File: src/rtl/instr_fetch_unit.sv
// instr_fetch_unit: instruction fetch front end for the 16-bit CPU.
// Owns the PC, issues single-outstanding word reads over req/gnt/rvalid,
// buffers returned words in a small prefetch FIFO and presents the head to
// the decoder through registered dec_* outputs. A redirect flushes the FIFO
// and discards any in-flight response.
// Optional build macro IFU_PERF_CNT_EN adds the perf_starve / perf_flush
// saturating counters and their output ports.
module instr_fetch_unit #(
  parameter int unsigned       ADDR_W    = 16,
  parameter int unsigned       DATA_W    = 16,
  parameter logic [ADDR_W-1:0] RESET_PC  = '0,
  parameter int unsigned       BUF_DEPTH = 2
) (
  input  logic              clk,
  input  logic              reset,
  output logic              mem_req,
  output logic [ADDR_W-1:0] mem_addr,
  input  logic              mem_gnt,
  input  logic              mem_rvalid,
  input  logic [DATA_W-1:0] mem_rdata,
  output logic              dec_valid,
  output logic [DATA_W-1:0] dec_instr,
  output logic [ADDR_W-1:0] dec_pc,
  input  logic              dec_ready,
  input  logic              redirect,
  input  logic [ADDR_W-1:0] redirect_pc
`ifdef IFU_PERF_CNT_EN
  ,
  output logic [15:0]       perf_starve,
  output logic [15:0]       perf_flush
`endif
);

  localparam int unsigned      PTR_W    = (BUF_DEPTH > 1) ? $clog2(BUF_DEPTH) : 1;
  localparam int unsigned      CNT_W    = $clog2(BUF_DEPTH + 1);
  localparam int unsigned      ENT_W    = ADDR_W + DATA_W;
  localparam logic [CNT_W-1:0] DEPTH_C  = CNT_W'(BUF_DEPTH);
  localparam logic [PTR_W-1:0] PTR_LAST = PTR_W'(BUF_DEPTH - 1);

  typedef enum logic [1:0] {
    S_REQ,
    S_WAIT,
    S_DROP
  } state_t;

  state_t             r_state;
  state_t             w_state_nxt;
  logic [ADDR_W-1:0]  r_pc;
  logic [ADDR_W-1:0]  w_pc_nxt;
  logic [ADDR_W-1:0]  r_req_pc;
  logic               r_mem_req;
  logic               w_mem_req_nxt;

  logic [CNT_W-1:0]   r_count;
  logic [CNT_W-1:0]   w_count_nxt;
  logic [PTR_W-1:0]   r_rd_ptr;
  logic [PTR_W-1:0]   r_wr_ptr;
  logic [PTR_W-1:0]   w_rd_ptr_inc;
  logic [PTR_W-1:0]   w_wr_ptr_inc;
  logic [ENT_W-1:0]   r_buf [BUF_DEPTH];

  logic               w_grant;
  logic               w_push;
  logic               w_pop;
  logic [ENT_W-1:0]   w_push_data;
  logic               w_head_load;
  logic [ENT_W-1:0]   w_head_data;
  logic [DATA_W-1:0]  r_dec_instr;
  logic [ADDR_W-1:0]  r_dec_pc;

  assign mem_req   = r_mem_req;
  assign mem_addr  = r_pc;
  assign dec_valid = (r_count != '0);
  assign dec_instr = r_dec_instr;
  assign dec_pc    = r_dec_pc;

  assign w_grant     = (r_state == S_REQ) && r_mem_req && mem_gnt;
  assign w_pop       = dec_valid && dec_ready;
  assign w_push      = (r_state == S_WAIT) && mem_rvalid && !redirect;
  assign w_push_data = {r_req_pc, mem_rdata};

  assign w_rd_ptr_inc = (r_rd_ptr == PTR_LAST) ? '0 : r_rd_ptr + PTR_W'(1);
  assign w_wr_ptr_inc = (r_wr_ptr == PTR_LAST) ? '0 : r_wr_ptr + PTR_W'(1);

  // Next-state, next-PC and registered request decision for the fetch FSM.
  always_comb begin
    w_state_nxt = r_state;
    w_pc_nxt    = r_pc;
    unique case (r_state)
      S_REQ: begin
        if (redirect) begin
          w_pc_nxt = redirect_pc;
          if (w_grant) begin
            w_state_nxt = S_DROP;
          end
        end else if (w_grant) begin
          w_pc_nxt    = r_pc + ADDR_W'(1);
          w_state_nxt = S_WAIT;
        end
      end
      S_WAIT: begin
        // A response landing in the redirect cycle is already complete, so
        // it is dropped here rather than waiting in DROP for a second one.
        if (redirect) begin
          w_pc_nxt    = redirect_pc;
          w_state_nxt = mem_rvalid ? S_REQ : S_DROP;
        end else if (mem_rvalid) begin
          w_state_nxt = S_REQ;
        end
      end
      S_DROP: begin
        if (redirect) begin
          w_pc_nxt = redirect_pc;
        end
        if (mem_rvalid) begin
          w_state_nxt = S_REQ;
        end
      end
      default: begin
        w_state_nxt = S_REQ;
      end
    endcase

    w_count_nxt = r_count;
    if (redirect) begin
      w_count_nxt = '0;
    end else if (w_push && !w_pop) begin
      w_count_nxt = r_count + CNT_W'(1);
    end else if (!w_push && w_pop) begin
      w_count_nxt = r_count - CNT_W'(1);
    end

    // Issue is gated on FIFO space; a redirect in REQ leaves one idle cycle.
    w_mem_req_nxt = (w_state_nxt == S_REQ) && (w_count_nxt < DEPTH_C) && !redirect;
  end

  // Selects the value the registered head must take after this cycle.
  always_comb begin
    w_head_load = 1'b0;
    w_head_data = r_buf[w_rd_ptr_inc];
    if (!redirect) begin
      if (w_pop) begin
        if (r_count > CNT_W'(1)) begin
          w_head_load = 1'b1;
        end else if (w_push) begin
          w_head_load = 1'b1;
          w_head_data = w_push_data;
        end
      end else if ((r_count == '0) && w_push) begin
        w_head_load = 1'b1;
        w_head_data = w_push_data;
      end
    end
  end

  // FSM state, program counter and memory request registers.
  always_ff @(posedge clk or posedge reset) begin
    if (reset) begin
      r_state   <= S_REQ;
      r_pc      <= RESET_PC;
      r_req_pc  <= RESET_PC;
      r_mem_req <= 1'b0;
    end else begin
      r_state   <= w_state_nxt;
      r_pc      <= w_pc_nxt;
      r_mem_req <= w_mem_req_nxt;
      if (w_grant) begin
        r_req_pc <= r_pc;
      end
    end
  end

  // FIFO occupancy and circular pointers; a redirect empties the buffer.
  always_ff @(posedge clk or posedge reset) begin
    if (reset) begin
      r_count  <= '0;
      r_rd_ptr <= '0;
      r_wr_ptr <= '0;
    end else if (redirect) begin
      r_count  <= '0;
      r_rd_ptr <= '0;
      r_wr_ptr <= '0;
    end else begin
      r_count <= w_count_nxt;
      if (w_pop) begin
        r_rd_ptr <= w_rd_ptr_inc;
      end
      if (w_push) begin
        r_wr_ptr <= w_wr_ptr_inc;
      end
    end
  end

  // FIFO storage; the head entry is mirrored into the dec_* registers.
  always_ff @(posedge clk) begin
    if (w_push) begin
      r_buf[r_wr_ptr] <= w_push_data;
    end
  end

  // Registered decoder outputs; they hold their last value when empty.
  always_ff @(posedge clk or posedge reset) begin
    if (reset) begin
      r_dec_instr <= '0;
      r_dec_pc    <= '0;
    end else if (w_head_load) begin
      r_dec_instr <= w_head_data[DATA_W-1:0];
      r_dec_pc    <= w_head_data[ENT_W-1:DATA_W];
    end
  end

`ifdef IFU_PERF_CNT_EN
  logic [15:0] r_perf_starve;
  logic [15:0] r_perf_flush;

  assign perf_starve = r_perf_starve;
  assign perf_flush  = r_perf_flush;

  // Saturating counters: decoder starvation cycles and redirect pulses.
  always_ff @(posedge clk or posedge reset) begin
    if (reset) begin
      r_perf_starve <= '0;
      r_perf_flush  <= '0;
    end else begin
      if (dec_ready && !dec_valid && (r_perf_starve != '1)) begin
        r_perf_starve <= r_perf_starve + 16'd1;
      end
      if (redirect && (r_perf_flush != '1)) begin
        r_perf_flush <= r_perf_flush + 16'd1;
      end
    end
  end
`endif

endmodule

File: config.mk
export PLATFORM = sky130hd
export DESIGN_NAME = instr_fetch_unit
export DESIGN_NICKNAME = d
export VERILOG_FILES = /design/src/rtl/instr_fetch_unit.sv
export SDC_FILE = /design/constraint.sdc
export NUM_CORES = 1
export LEC_CHECK = 0
export ABC_AREA = 1
export ABC_CLOCK_PERIOD_IN_PS = 2750
export BUFFER_PORTS_ARGS = -buffer_cell sky130_fd_sc_hd__buf_2
export CAP_MARGIN = 20
export CORE_AREA = 10 10 122 124
export DETAILED_ROUTE_END_ITERATION = 16
export DIE_AREA = 0 0 132 134
export HOLD_SLACK_MARGIN = 0.12
export PLACE_DENSITY = 0.73
export SLEW_MARGIN = 10
export SYNTH_ARGS = -nofsm -noshare
export SYNTH_HDL_FRONTEND = slang
export SYNTH_SLANG_ARGS = --single-unit
File: constraint.sdc
create_clock -name clk -period 2.75 [get_ports clk]
set_input_delay 0.1375 -clock clk [delete_from_list [all_inputs] [get_ports clk]]
set_output_delay 0.1375 -clock clk [all_outputs]
set_load 0.005 [all_outputs]
Word level (Yosys, flattened, before mapping)

Memories as Yosys holds them, arrays and structs flattened.
Cells that the tools add are included.

Flip-flop bits (word level): 71
RAM bits: 64
Input bits: 38
Output and inout port bits: 50
Logic and storage cells: 75
Memories: 1

Memories:

| memory | depth | bits a word | rd ports | clocked after memory_dff | write ports | line | text |
|---|---|---|---|---|---|---|---|
| r_buf  | 2     | 32          | 1        | 0                        | 1           | 60   | `logic [ENT_W-1:0] r_buf [BUF_DEPTH];` |

Add/sub/neg operators: 5
Magnitude comparators: 2
Equality and inequality tests: 4
Multiplexer cells: 32
Reduce and logical (&&, ||, !) cells: 22

Operators with widths:

| kind                                                | count |
|---|---|
| 2-to-1 mux 32 bit                                   | 5 |
| 2-to-1 mux 16 bit                                   | 3 |
| one-hot mux 16 bit (2 select lines)                 | 1 |
| 2-to-1 mux 2 bit                                    | 10 |
| adder 16 x 1 -> 16 bit, second input constant       | 1 |
| 2-to-1 mux 1 bit                                    | 12 |
| logical AND 1 bit                                   | 10 |
| nonzero test 2 bit                                  | 4 |
| logical NOT 2 bit                                   | 3 |
| one-hot mux 2 bit (3 select lines)                  | 1 |
| logical NOT 1 bit                                   | 3 |
| != test 3 bit, second input constant                | 1 |
| AND reduction 3 bit                                 | 1 |
| adder 1 bit, second input constant                  | 2 |
| adder 2 x 1 -> 2 bit, second input constant         | 1 |
| equality test 2 x 1 -> 1 bit, second input constant | 1 |
| equality test 2 bit, second input constant          | 1 |
| > comparator 2 x 1 -> 1 bit, second input constant  | 1 |
| less-than comparator 2 bit, second input constant   | 1 |
| != test 2 x 1 -> 1 bit, second input constant       | 1 |
| OR reduction 2 bit                                  | 1 |
| subtractor 2 x 1 -> 2 bit, second input constant    | 1 |

Logic depth before layout (Yosys ltp)

Gate-level depths: netlist of the first run.

Word-level depth: 11
Depth in mapped cells: 11
Depth with buffers taken out: 11

Worst setup path after synthesis of the first run

No wires, ideal clock.

Kind: flip-flop to flip-flop
Start: register r_state[1]
End: memory r_buf[0][0] (netlist bit), enable pin
Library setup time: 0.421 ns
Data arrival time: 2.292 ns
Data required time: 2.329 ns
Slack: 0.037 ns
Stages on the path, launching flop included: 7
Buffers on the path: 0
Period minus slack after synthesis: 2.713 ns
Cells stage by stage: dfrtp_1 > inv_1 > ha_1 > nand2_1 > nor2_2 > inv_1 > nor2_1

Longest elaborated chain between the ends: 5

Ends and longest elaborated chain:

| what                                   | line | text |
|---|---|---|
| from (decl)                            | 46   | `state_t r_state;` |
| from (signal assigned)                 | 164  | `r_state <= w_state_nxt;` |
| equality test 2 x 1 -> 1 bit           | 79   | `assign w_push = (r_state == S_WAIT) && mem_rvalid && !redirect;` |
| logical AND 1 bit (2 in a row)         | 79   |  |
| 2-to-1 mux 1 bit                       | 196  | `if (w_push) begin` |
| 2-to-1 mux 1 bit (not written as such) | 197  | `r_buf[r_wr_ptr] <= w_push_data;` |
| to (decl)                              | 60   |  |

No other way between the ends.

Worst setup path in the final report of the first run

Start: register r_state[1]
End: register r_dec_instr[10] (netlist: dec_instr[10])

Longest elaborated chain between the ends: 7
Elaborated cells on any way between the ends: 14
Classes of those cells: eq/ne: 1; mux: 10; reduce/logical: 3

Ends and longest elaborated chain:

| what                                                         | line | text |
|---|---|---|
| equality test 2 x 1 -> 1 bit (*)                             | 79   |  |
| logical AND 1 bit (*) (2 in a row)                           | 79   |  |
| 2-to-1 mux 32 bit, or another cell as far along              | 145  | `end else if (w_push) begin` |
| 2-to-1 mux 32 bit, or another cell as far along              | 143  | `if (r_count > CNT_W'(1)) begin` |
| 2-to-1 mux 32 bit / 2-to-1 mux 1 bit (equally long branches) | 142  | `if (w_pop) begin` |
| 2-to-1 mux 32 bit / 2-to-1 mux 1 bit (equally long branches) | 141  | `if (!redirect) begin` |
| to (signal assigned)                                         | 207  | `r_dec_instr <= w_head_data[DATA_W-1:0];` |
| to (decl)                                                    | 68   | `logic [DATA_W-1:0] r_dec_instr;` |

Every way passes the cells marked *; elsewhere a longest branch is shown, timed or not.
A chain may end at the register's enable or synchronous reset.

==> out/summary.txt, run 1 <==
Power, Total: 7.79 mW
Setup slack at placement: 0.685 ns
Final min period: 2.13 ns
Yosys top cell area share: 31.4%
Primary FF master, synth: dfrtp_1
Least-Margin Pin Slew: 0.710 ns
Synth warn: 0
Worst-path fanout max: 33
Initial DRC count: 394
Met1 global-route usage: 20.6%
CP Data Arrival Time: 2.48 ns
DR vias: 5085
Critical Path RT: 3.10 ns
Count of state elements after synthesis: 135
Max-slew violation count: 0
Final Net Count: 858
GR Layer Usage met2: 29.3%
Clk pin slew, worst setup/hold paths: 0.05 ns
Initial antenna violation count: 0
Crit path buffers/inverters: 3
Ant. Diodes: 0
Final hold violations: 0
Clock insertion delay at the later pin of the skew report: 0.42 ns
Synthesized area: 6120 sq um
DR DRC count: 0
Leak: 3.60 nW
Share of layout cells above drive strength 1: 16.9%
H-tree depth: 4
Int Pwr: 5.08 mW
Hold Path Class: input pin to flip-flop
FF-to-FF Start: r_state[1]
DRT Pass-1 Iters: 5
Starting Density: 49.1%
Num rows: 41
M3 GR Usage: 5.30%
Synth area leader: edfxtp_1
Fmax achieved: 0.470 GHz
Most frequent cell on the critical path: nand2_1
Port bufs: 87
Pin count of the biggest net entering global routing: 35
Num Clock Sinks: 135
Number of distinct library cells after synthesis: 24
Critical path's largest stage delay: 0.42 ns
Root buf cell: clkbuf_16
Peak supply drop: 0.551 mV
Power share of the combinational group: 29.8%
HPWL after detailed placement: 9600 um
Num CTS Buffers: 17
Post-CTS sizing: 0
Total wire length: 15100 um
Crit Path Class: flip-flop to flip-flop
Cell count after synthesis: 691
Final setup margin: 0.623 ns
Worst Setup Start Kind: flip-flop
WL/cell: 15.1 um
Max cap viols: 0
Top cells by area, synth: edfxtp_1, dfrtp_1, nand2_1
Design area: 7700 sq um
Area delta synth->final: 25.8%
Critical path's slowest cell: dfrtp_1
Die H: 134 um
Pwr/cell area: 1010 nW/um^2
First-pass GRT wire length: 25300 um
Chip width: 132 um
Hold slack final: 0.155 ns
Dpl cell area: 6750 sq um
Post-synthesis net count: 736
Gpl congestion: 0.879
Top Family by Delay on Critical Path: buffers and inverters
EDFF count, synth: 64
GRT Max-Usage Layer: met2
Vias in the first global route: 5116
Detail Route Antenna Nets: 0
Crit. End Element: flip-flop
Worst Setup SP: r_state[1]
Max transition margin: 52.6%
Vias/cell: 5.10
Reg power frac: 40.4%
List of most frequent post-synthesis cells: nand2_1, nor2_1, nand3_1
Fin Setup TNS: 0 ns
Outcome: finished clean
Full die area: 17700 sq um
Switching Fraction: 34.8%
Period utilisation layout: 77.3%
P_sw: 2.72 mW
RSZ-0062 raised after global routing: no
Sequential area share after synthesis: 60.4%
Core area: 12500 sq um
TritonCTS clock tree: done
Final setup vio count: 0
Async SR Flop Fraction: 52.6%
Synthesized area per cell: 8.85 sq um
Clock Path Buffers: 2
Cell with the most instances after synthesis: nand2_1
Total track usage: 17.4%
Grt total ovfl: 0
Skew final: 0.00613 ns
FILL cells: 1030
CP cell instances: inv_1 > ha_1 > nand2_1 > nor2_2 > o21ai_2 > buf_4 > nand2_1 > buf_4 > nand3_1 > nand2_1
Clock group share of total power: 29.8%
Top-Level Pins: 88
Hold path start: mem_gnt
[placed cells by master, fill, tap and decap left out, types with 2 or more instances in the layout]
cell | netlist | routed
nand2_1 | 154 | 154
nor2_1 | 115 | 113
nand3_1 | 88 | 88
buf_2 | 7 | 87
dfrtp_1 | 71 | 71
inv_1 | 66 | 65
edfxtp_1 | 64 | 64
o21ai_0 | 57 | 57
dlygate4sd3_1 | 0 | 34
clkbuf_16 | 0 | 17
a21oi_1 | 16 | 16
buf_4 | 3 | 12
ha_1 | 7 | 7
inv_2 | 4 | 5
nand4_1 | 4 | 4
bufinv_16 | 0 | 4
nor2_4 | 1 | 3
or2_1 | 3 | 3
clkinv_1 | 1 | 3
clkinv_2 | 0 | 3
clkinvlp_4 | 0 | 3
o21ai_1 | 3 | 2
o211ai_1 | 2 | 2
clkinv_4 | 0 | 2
[power groups by stage]
stage | logic [mW] | clock network [mW] | registers (mW)
final | 2.32 | 2.32 | 3.15
after global routing | 2.69 | 2.45 | 3.21
after CTS | 2.35 | 2.37 | 3.13
after detailed placement | 2.30 | 0 | 3.16
after global placement | 2.22 | 0 | 3.13
after floorplan | 1.48 | 0 | 3.08
[kinds of logic after synthesis]
group / after synthesis / synth area share [%]
adders and majority gates: 7 / 1.43
DFF: 135 / 60.4
and+or+nand+nor: 368 / 24.9
AOI/OAI and AO/OA: 80 / 6.69
buffers and inverters: 101 / 6.52
[what timing repair did]
action,in CTS,in global routing
hold buffers,34,0
setup buffers,0,0
endpoints found under the hold margin,95,0
[final timing paths]
| kind | slack, ns | end | cells past startpoint |
|---|---|---|---|
| setup / recovery | 0.62 | dec_instr[10] | 10 |
| hold / removal | 0.15 | r_state[0] | 6 |
| setup reg to reg | 0.62 | dec_instr[10] | 10 |
| hold reg to reg | 0.48 | r_buf[1][21] | 0 |
| max in group asynchronous | 1.54 | r_req_pc[11] | 4 |
| min in group asynchronous | 0.40 | dec_pc[13] | 3 |
[flip-flops by register name, summed over array words and instances, names as in the netlist]
signal	flops
dec_instr	16
r_state	2
mem_addr	16
mem_req	1
r_wr_ptr	1
r_count	2
r_rd_ptr	1
r_buf	64
dec_pc	16
r_req_pc	16
[routing by layer]
metal  share of wire (%)  routed length (um)  up-vias
met2                  49                7380      186
li1                    -                   -     2498
met5                   0                   0        -
met1                  43                6450     2383
met4                 1.2                 184        0
met3                 6.9                1050       18
[tightest hold or removal path, stage by stage]
cell and delay (ns):
buf_2 0.08, nand2_1 0.07, nand2_1 0.08, nand2_1 0.05
nand3_1 0.07, inv_1 0.04
[stage by stage]
| step | instances | utilization, % |
|---|---|---|
| floorplan | 691 | - |
| global placement | 932 | 54.1 |
| detailed placement | 932 | 54.1 |
| CTS | 998 | 61.7 |
| global route | 998 | 61.7 |
| finish | 998 | 61.7 |
[cell type report]
class	instances	area, sq um	area share, %
clock buffers	18	429	5.58
clock inverters	14	183	2.37
inverters	71	267	3.46
multi-input cells	455	2040	26.5
flip-flops and latches	135	3700	48.0
well taps	172	215	2.80
repair buffers	133	866	11.2
Power figures use the tool's default switching activity.
==> inputs of run 2 (changes only) <==
- ABC_CLOCK_PERIOD_IN_PS: 2750 -> 1700
- clock period: 2.75 -> 1.7 ns (I/O delays scaled with it)
==> run 2 against run 1 <==
- the run now ends with negative setup slack left
- non-clock buffer count up 31
- worst hold slack improved by 0.15 ns
- clock skew grew 0.0027 ns
- global-route usage down 0.075 points
- sequential power grew 62%
- first-iteration DRC count shrank 13%
- critical path type unchanged
==> out/summary.txt, run 2 (same netlist as run 1, synthesis figures left out) <==
Top-Level Pins: 88 (unchanged)
Vias in the first global route: 5219 (was 5116)
Final non-filler cell total: 1029 (was 998)
FF+latch area: 3700 sq um (unchanged)
Root buf cell: clkbuf_16 (unchanged)
Clock Path Buffers: 2 (unchanged)
Max transition margin: 72.9% (was 52.6%)
Outcome: finished with violations (was finished clean)
RSZ-0062 raised after global routing: yes (was no)
Total wire length: 15900 um (was 15100 um)
Num Clock Sinks: 135 (unchanged)
R2R Path End: dec_pc[0] (was dec_instr[10])
Clock insertion delay at the later pin of the skew report: 0.42 ns (about the same)
Die H: 134 um (unchanged)
Cells after DPL: 945 (was 932)
FF-to-FF Start: r_state[0] (was r_state[1])
Final min period: 1.74 ns (was 2.13 ns)
Crit. End Element: flip-flop (unchanged)
Port bufs: 87 (unchanged)
Leak: 3.88 nW (was 3.60 nW)
CP Data Arrival Time: 2.04 ns (was 2.48 ns)
Worst-path fanout max: 9 (was 33)
Final setup vio count: 38 (was 0)
Starting Density: 49.1% (unchanged)
Final setup margin: -0.0412 ns (was 0.623 ns)
First-pass GRT wire length: 25100 um (was 25300 um)
DRT Pass-1 Iters: 7 (was 5)
Worst Setup Start Kind: flip-flop (unchanged)
R2R setup slack: -0.04 ns (was 0.62 ns)
Commonest non-fill, non-tap cell in the layout: nand2_1 (unchanged)
Max reg flops: 64 (unchanged)
Skew final: 0.00886 ns (was 0.00613 ns)
Gpl congestion: 0.895 (was 0.879)
Crit Path Class: flip-flop to flip-flop (unchanged)
Num rows: 41 (unchanged)
Clk pin slew, worst setup/hold paths: 0.06 ns (was 0.05 ns)
FILL cells: 942 (was 1030)
Max cap viols: 0 (unchanged)
Core area: 12500 sq um (unchanged)
Share of layout cells above drive strength 1: 24.2% (was 16.9%)
Period utilisation layout: 102% (was 77.3%)
Setup crit end: dec_pc[0] (was dec_instr[10])
Pwr/cell area: 1600 nW/um^2 (was 1010 nW/um^2)
Power share of the combinational group: 32.8% (was 29.8%)
Full die area: 17700 sq um (unchanged)
Reg with most FFs: r_buf (unchanged)
Detail Route Antenna Nets: 0 (unchanged)
Initial antenna violation count: 0 (unchanged)
Final hold violations: 0 (unchanged)
Most frequent cells in the layout: nand2_1, nor2_1, buf_2 (was nand2_1, nor2_1, nand3_1)
Switching Fraction: 34.5% (was 34.8%)
TritonCTS clock tree: done (unchanged)
Reg power frac: 38.2% (was 40.4%)
Int Pwr: 8.76 mW (was 5.08 mW)
Fmax achieved: 0.574 GHz (was 0.470 GHz)
P_sw: 4.61 mW (was 2.72 mW)
Final Net Count: 889 (was 858)
Max-slew violation count: 0 (unchanged)
Vias/cell: 5.11 (was 5.10)
HPWL after detailed placement: 9600 um (about the same)
DR vias: 5257 (was 5085)
Final design utilization: 67.2% (was 61.7%)
Num CTS Buffers: 17 (unchanged)
Pin count of the biggest net entering global routing: 72 (was 35)
Area of the multi-input gates: 2200 sq um (was 2040 sq um)
Area delta synth->final: 37.0% (was 25.8%)
Failing checks: negative setup slack
Clock group share of total power: 29.1% (was 29.8%)
Total track usage: 17.3% (was 17.4%)
Ant. Diodes: 0 (unchanged)
Hold Path Class: input pin to asynchronous set/reset pin (was input pin to flip-flop)
Worst Setup SP: r_state[0] (was r_state[1])
Least-Margin Pin Slew: 0.407 ns (was 0.710 ns)
FF-to-FF path depth: 11 (was 10)
H-tree depth: 4 (unchanged)
DR DRC count: 0 (unchanged)
WL/cell: 15.5 um (was 15.1 um)
Chip width: 132 um (unchanged)
Grt total ovfl: 0 (unchanged)
Peak supply drop: 0.915 mV (was 0.551 mV)
Initial DRC count: 344 (was 394)
Critical Path RT: 2.00 ns (was 3.10 ns)
==> run 2: cell count changes in the layout (fill, tap and decap cells not counted), sizes merged <==
cell	change
buf	+23
clkbuf	+11
clkinv	-2
clkinvlp	-2
dlygate4sd3	+3
inv	-2
==> run 2: critical path, cell delays in order, from the launching register on <==
cell,delay (ns)
dfrtp_1,0.41
buf_6,0.13
ha_4,0.14
nand2_4,0.06
nor2_4,0.15
o211ai_1,0.13
buf_6,0.18
clkinv_8,0.08
clkbuf_16,0.16
nand2_1,0.06
nand3_1,0.07
nand2_1,0.07
==> run 2: routing by layer <==
metal | vias up | wire, um | GRT usage (%)
li1 | 2558 | - | -
met1 | 2458 | 6580 | 20.8
met2 | 199 | 7840 | 28.7
met3 | 42 | 1120 | 4.85
met4 | 0 | 379 | 7.29
met5 | - | 0 | 0
==> run 2: cell type report <==
cell class              count  area share [%]
clock buffers              24            5.75
clock inverters             8            1.72
inverters                  71            3.49
multi-input cells         455            26.2
flip-flops and latches    135            44.1
well taps                 172            2.57
repair buffers            164            16.1
==> run 2: worst min path at each step <==
stage               startpoint     endpoint  slack [ns]  cells past startpoint
finish                   reset  mem_addr[1]        0.31                      4
detailed placement       reset  mem_addr[1]        0.22                      3
floorplan             redirect   r_count[1]        0.15                      1
global route             reset  mem_addr[0]        0.35                      4
global placement         reset  mem_addr[0]        0.22                      3
CTS                      reset  mem_addr[1]        0.33                      4
==> run 2: what timing repair did <==
item / CTS / global route
gates cloned: 0 / 7
hold endpoints to repair: 140 / 0
resized for setup: 2 / 70
endpoints found under the setup margin: 34 / 70
buffers inserted: 2 / 7
pin swaps: 2 / 8
hold buffers: 37 / 0
==> run 2: power by group through the flow <==
stage          clock (mW)  sequential, mW  combinational [mW]
3_3_place_gp            0            5.07                3.82
6_report             3.88            5.10                4.38
2_1_floorplan           0            4.99                2.43
4_1_cts              3.93            5.07                4.06
3_5_place_dp            0            5.12                3.92
5_1_grt              4.09            5.21                4.95
==> run 2: per-stage QoR <==
| stage | total power [mW] | instance area (sq um) | hold slack (ns) | setup slack, ns | setup TNS [ns] |
|---|---|---|---|---|---|
| after floorplan | 7.42 | 6160 | 0.151 | -0.0744 | -2.38 |
| after global placement | 8.89 | 6980 | 0.218 | 0.0157 | 0 |
| after detailed placement | 9.04 | 6980 | 0.224 | -0.0625 | -0.431 |
| after CTS | 13.1 | 8000 | 0.327 | 0.00486 | 0 |
| after global routing | 14.3 | 8380 | 0.354 | -0.121 | -4.76 |
| final | 13.4 | 8380 | 0.308 | -0.0412 | -0.924 |
